$ cat src/rtl/heap_arb.sv
// heap_arb: two-client round-robin arbiter and sequencer for the heap.
// Pre-checks full/empty, issues one heap op at a time, acks with data.
module heap_arb #(
  parameter int TIMEOUT = 64,
  parameter int TO_W    = 7
) (
  input  logic       clk,
  input  logic       reset,
  input  logic       req0,
  input  logic       op0,
  input  logic [7:0] wdata0,
  output logic       ack0,
  input  logic       req1,
  input  logic       op1,
  input  logic [7:0] wdata1,
  output logic       ack1,
  output logic [7:0] rdata,
  output logic       err,
  output logic       h_push,
  output logic       h_pop,
  output logic [7:0] h_din,
  input  logic [7:0] h_dout,
  input  logic [7:0] h_size,
  input  logic       h_done,
  input  logic       h_valid,
  output logic [7:0] err_cnt
);

  typedef enum logic [2:0] {
    S_IDLE,
    S_ISSUE,
    S_WAIT,
    S_SETTLE,
    S_RESP
  } state_t;

  state_t          state;
  logic            ptr;
  logic            win_q;
  logic [TO_W-1:0] to_cnt;

  logic       any_req;
  logic       win;
  logic       win_op;
  logic [7:0] win_data;
  logic       rej;
  logic       stall;

  always_comb begin
    any_req  = req0 | req1;
    win      = (req0 && req1) ? ptr : req1;
    win_op   = win ? op1 : op0;
    win_data = win ? wdata1 : wdata0;
    rej      = win_op ? (h_size == 8'h00)
                      : (h_size == 8'hFF);
    // a pop must see a settled top before it is captured
    stall    = win_op && !rej && !h_valid;
  end

  always_ff @(posedge clk) begin
    if (!reset) begin
      state   <= S_IDLE;
      ptr     <= 1'b0;
      win_q   <= 1'b0;
      to_cnt  <= '0;
      ack0    <= 1'b0;
      ack1    <= 1'b0;
      err     <= 1'b0;
      h_push  <= 1'b0;
      h_pop   <= 1'b0;
      rdata   <= 8'h00;
      h_din   <= 8'h00;
      err_cnt <= 8'h00;
    end else begin
      ack0   <= 1'b0;
      ack1   <= 1'b0;
      h_push <= 1'b0;
      h_pop  <= 1'b0;
      unique case (state)
        S_IDLE: begin
          if (any_req && !stall) begin
            win_q <= win;
            h_din <= win_data;
            if (rej) begin
              err   <= 1'b1;
              ack0  <= !win;
              ack1  <= win;
              state <= S_RESP;
            end else begin
              if (win_op) rdata <= h_dout;
              h_push <= !win_op;
              h_pop  <= win_op;
              state  <= S_ISSUE;
            end
          end
        end
        S_ISSUE: begin
          to_cnt <= '0;
          state  <= S_WAIT;
        end
        S_WAIT: begin
          if (h_done) begin
            err   <= 1'b0;
            state <= S_SETTLE;
          end else if (to_cnt == TO_W'(TIMEOUT)) begin
            err   <= 1'b1;
            ack0  <= !win_q;
            ack1  <= win_q;
            state <= S_RESP;
          end else begin
            to_cnt <= to_cnt + 1'b1;
          end
        end
        S_SETTLE: begin
          ack0  <= !win_q;
          ack1  <= win_q;
          state <= S_RESP;
        end
        S_RESP: begin
          ptr <= !win_q;
          if (err && err_cnt != 8'hFF)
            err_cnt <= err_cnt + 8'h01;
          state <= S_IDLE;
        end
        default: state <= S_IDLE;
      endcase
    end
  end

endmodule

$ cat config.mk
export PLATFORM = sky130hd
export DESIGN_NAME = heap_arb
export DESIGN_NICKNAME = d
export VERILOG_FILES = /design/src/rtl/heap_arb.sv
export SDC_FILE = /design/constraint.sdc
export NUM_CORES = 1
export LEC_CHECK = 0
export CORE_MARGIN = 2
export CORE_UTILIZATION = 46
export DETAILED_ROUTE_END_ITERATION = 8
export GPL_TIMING_DRIVEN = 1
export PLACE_DENSITY = 0.91
export REMOVE_ABC_BUFFERS = 1
export SLEW_MARGIN = 20
export SYNTH_ARGS = -nofsm -noshare
export SYNTH_HDL_FRONTEND = slang
export SYNTH_SLANG_ARGS = --single-unit
$ cat constraint.sdc
create_clock -name clk -period 1.9 [get_ports clk]
set_input_delay 0.285 -clock clk [delete_from_list [all_inputs] [get_ports clk]]
set_output_delay 0.285 -clock clk [all_outputs]
set_load 0.1 [all_outputs]
; Word level (Yosys, flattened, before mapping)
; Index checks and enable logic that the tools add are counted.
[totals]
wordCells = 80
in_bits = 40
reg_bits = 41
output_inout_bits = 29
[op_classes]
addsub = 2
n_bitwise = 5
n_eq_ne = 12
muxes = 27
n_reduce_logical = 22
[ops]
columns = cell, count
row1 = 2-to-1 mux 1 bit, 15
row2 = 2-to-1 mux 7 bit, 2
row3 = case mux 7 bit (2 select lines), 1
row4 = 2-to-1 mux 3 bit, 4
row5 = case mux 3 bit (4 select lines), 1
row6 = adder 8 x 1 -> 8 bit (second input constant), 1
row7 = == test 8 bit (second input constant), 1
row8 = logical NOT 8 bit, 1
row9 = 2-to-1 mux 8 bit, 1
row10 = inequality test 2 bit (second input constant), 4
row11 = inequality test 8 bit (second input constant), 1
row12 = AND reduction 4 bit, 2
row13 = adder 7 x 1 -> 7 bit (second input constant), 1
row14 = == test 7 bit (second input constant), 1
row15 = == test 3 x 2 -> 1 bit (second input constant), 2
row16 = logical NOT 1 bit, 6
row17 = case mux 1 bit (3 select lines), 2
row18 = AND reduction 2 bit, 3
row19 = logical AND 1 bit, 5
row20 = inverter 1 bit, 4
row21 = nonzero test 2 bit, 2
row22 = OR reduction 4 bit, 1
row23 = == test 3 x 1 -> 1 bit (second input constant), 1
row24 = == test 3 bit (second input constant), 1
row25 = other kinds (5), 5

; Depth between registers and ports, before layout
; Gate-level depths: netlist of the first run.
[depth]
depth_word = 11
mapped_depth = 7

; Worst setup path before layout of the first run
; Ideal clock, no wire load.
[synth_timing]
path_kind = register to register
from = reg err_cnt[0]
to = reg err_cnt[3]
setup_time_ns = 0.128
period_less_slack_ns = 2.230
setup_slack_ns = -0.330
stages_incl_launch_ff = 7
required_ns = 1.772
path_buffers = 0
arrival_time_ns = 2.102
cell_sequence = dfxtp_1 ha_1 nand4_1 o21a_1 nand4_1 xor2_1 nor2_1
[synth_between]
elab_chain_len = 3
[synth_lines]
columns = item, line
row1 = from (decl), 26  ; output logic [7:0] err_cnt
row2 = from (signal assigned), 122  ; err_cnt <= err_cnt + 8'h01;
row3 = "parallel branches: the longest is 3 deep, another holds adder 8 x 1 -> 8 bit", -
; Several ways; the timed one is not identified.
; A chain may end at the register's enable or synchronous reset.

; Worst setup path after layout of the first run
[layout_timing]
from = in h_size[7]
to = reg err
[layout_between]
elab_chain_len = 9
[layout_lines]
columns = item, line
row1 = from (decl), 23  ; input logic [7:0] h_size,
row2 = == test 8 bit or logical NOT 8 bit (tied branches), "55, 54"
row3 = 2-to-1 mux 1 bit (*), 54  ; rej = win_op ? (h_size == 8'h00)
row4 = logical NOT 1 bit, 57  ; stall = win_op && !rej && !h_valid;
row5 = logical AND 1 bit (2 in series), 57
row6 = logical NOT 1 bit, 81  ; if (any_req && !stall) begin
row7 = logical AND 1 bit, 81
row8 = inequality test 2 bit (no source line), -
row9 = AND reduction 4 bit (no source line) (*), -
row10 = to (signal assigned), 85  ; err <= 1'b1;
row11 = to (signal assigned), 103  ; err <= 1'b0;
row12 = to (signal assigned), 106  ; err <= 1'b1;
row13 = to (decl), 18  ; output logic err,
; Mark *: on every way between the ends. The rest lies on a longest branch, timed or not.

==> results of run 1 <==
-- metrics by stage --
step	cells	power, mW	setup TNS [ns]	cell area [um2]
floorplan	231	1.602	-1.872	2023
global placement	376	1.914	-4.975	2897
detailed placement	376	1.932	-6.973	2897
CTS	384	2.489	0	2997
global route	388	2.633	-0.03198	3103
finish	388	2.533	0	3103
-- logic make-up (layout without fill, tap and decap cells) --
logic type	Yosys count	after routing	synth area share (%)
AND/OR/NAND/NOR	94	94	23.69
adder cells (fa/ha/maj)	3	3	1.809
flip-flops	41	41	39.54
AO/OA/AOI/OAI	65	65	21.40
XOR/XNOR	11	11	4.641
multiplexers	11	11	5.305
buffers and inverters	17	111	3.617
-- worst register-to-register path: stages, from the launching register on --
cell	delay, ns
dfxtp_1	0.42
buf_4	0.20
or3_1	0.35
a211o_1	0.33
a2111oi_1	0.42
-- power groups by stage --
| stage | logic (mW) | registers [mW] | clock network [mW] |
|---|---|---|---|
| finish | 1.00 | 0.971 | 0.560 |
| CTS | 0.959 | 0.967 | 0.563 |
| global route | 1.05 | 0.979 | 0.605 |
| floorplan | 0.247 | 1.35 | 0 |
| global placement | 0.930 | 0.984 | 0 |
| detailed placement | 0.947 | 0.985 | 0 |
-- final timing paths --
path | startpoint | end | cells after the start
worst max-delay path | h_size[7] | err$_SDFFE_PN0P_ | 7
worst min-delay path | rdata[3]$_SDFFE_PN0P_ | rdata[3]$_SDFFE_PN0P_ | 2
worst max register to register | state[1]$_SDFFE_PN0P_ | h_pop$_SDFF_PP0_ | 4
worst min register to register | rdata[3]$_SDFFE_PN0P_ | rdata[3]$_SDFFE_PN0P_ | 2
-- flip-flops by register name, summed over array words and instances (netlist names), 3 cells and up --
signal and flops:
to_cnt 7, rdata 8, h_din 8, err_cnt 8, state 3
-- area by class of cell --
cell class,count,area (um2)
Tap cell,52,65.06
Inverter,6,22.52
Sequential cell,41,820.8
Clock inverter,3,17.52
Fill cell,299,1251
Multi-Input combinational cell,184,1251
Timing Repair Buffer,97,857.1
Clock buffer,5,68.82
-- per-layer routing --
| metal | vias to the layer above | track usage [%] | routed length (um) |
|---|---|---|---|
| met5 | - | 0 | 0 |
| met2 | 80 | 38.68 | 3018 |
| li1 | 1061 | - | - |
| met4 | 0 | 7.757 | 68 |
| met1 | 1036 | 28.87 | 2494 |
| met3 | 11 | 5.413 | 347 |
-- repair_timing --
item,CTS,global route
pin swaps,0,10
endpoints found under the hold margin,0,0
gates resized for setup,3,19
gates cloned,0,0
endpoints found under the setup margin,9,27
setup buffers,0,4
-- cells in the final DEF, fill, tap and decap left out, drive strengths merged, types with 3 or more instances in the layout --
cell type	netlist	routed
a21oi	14	14
dfxtp	41	41
ha	3	3
inv	6	6
nor2	28	28
o211ai	3	3
nor3	3	3
xor2	4	4
a211oi	14	14
clkdlybuf4s50	0	33
nand3	12	12
o21ai	17	17
nand2	24	24
o211a	4	4
buf	6	58
mux2i	11	11
and2	3	3
clkbuf	5	5
nand2b	3	3
xnor2	7	7
dlymetal6s2s	0	6
nor2b	3	3
nand4	8	8
==> metrics.txt, run 1 <==
Mapped Cells 242; TritonCTS Buffers 5; clk sink count 41; Int Pwr 1.507 mW; Worst Tran Pin Value 0.6513 ns; DR WL/cell 15.28 um; first drt pass iteration count 5; Critical Path Fanout Max 5; Row Count 24; Yosys reg bits 41; area of the mapped netlist 2076 um2; FMAX 539.9 MHz; clock power share 22.1%; WP data arrival 2.05 ns; Util after Layout 71.26%; Ant. Diodes 0; initial drt markers 208; largest net degree at the start of global routing 18; final worst slack 0.04782 ns; gpl congestion 0.8836; fraction of registers with async set/reset 0%; area leader, netlist dfxtp_1; Post-synth EDFFs 0; nets 378; I/O Buffers 68; sequential area share after synthesis 39.54%; Slew Limit Fails 0; post-cts hold buffer count 0; startpoint types input port; max_slew headroom 56.44%; H-Tree Level Count 2; WP data required 2.10 ns; worst hold path type reg2reg; Avg Cell Area, Syn 8.577 um2; Yosys top cell area share 39.54%; Bufs and invs on worst path 2; Cell variety after synth 49; dpl ws -0.4138 ns; slowest stage delay, CP 0.51 ns; crit path max-delay cell type or4_4; Comb pwr share 39.6%; P_leak 1.321 nW; area delta synth->final 49.49%; pwr dens 816.3 nW/um2; Yosys warnings 0; top post-synthesis cells by count dfxtp_1, nor2_1, nand2_1, a21oi_1, a211oi_1; cell with the most instances after synthesis dfxtp_1; I/O Pins 69; Initial Utilization 47.67%; fin crit share 97.48%; share of post-route cells with drive strength above 1 25.60%; r2r setup slk 0.07 ns; max cap viols 0; CTS clock-pin slew for the worst setup and hold paths 0.08 ns; VDD IR max 0.5456 mV; Final HPWL DP 4063 um; crit-path leading delay family simple AND/OR/NAND/NOR gates; final setup violation count 0; Flop pwr share 38.3%; vias in the first global route 2,127; drt total wl 5928 um; CTS root buf clkbuf_8; first-pass GRT wire length 9404 um; CTS max path bufs 2; TritonCTS clock tree yes; kind of critical path in2reg; Most used DFF post-synth dfxtp_1; drt drc 0; antenna-violating nets left 0; minimum clock period 1.852 ns; core region area 4354 um2; Vias 2,188; initial antenna violation count 0; switching share of power 40.50%; Via density 5.639; die area 5066 um2; top post-synthesis cells by area dfxtp_1, mux2i_1, a211oi_1; Setup Skew 0.005054 ns; Worst Setup End Kind flop; Hold Slack 0.4491 ns; Die Wd 71.18 um; worst path cell trace clkdlybuf4s50_1, or4_4, nor2_4, a211o_1, buf_4, o211ai_1, o32ai_2; run status complete, no violations; final hold vios 0; total track usage 22.97%; latest clock arrival within the worst-skew pair 0.29 ns; Psw 1.026 mW; grt ovf 0; Die H 71.18 um
(Power assumes the default switching activity.)
==> run 2: changes to the inputs <==
Settings changed: SLEW_MARGIN 20 to 10.
==> results of run 2 <==
No change in the layout: final DEF, timing and power equal those of run 1.
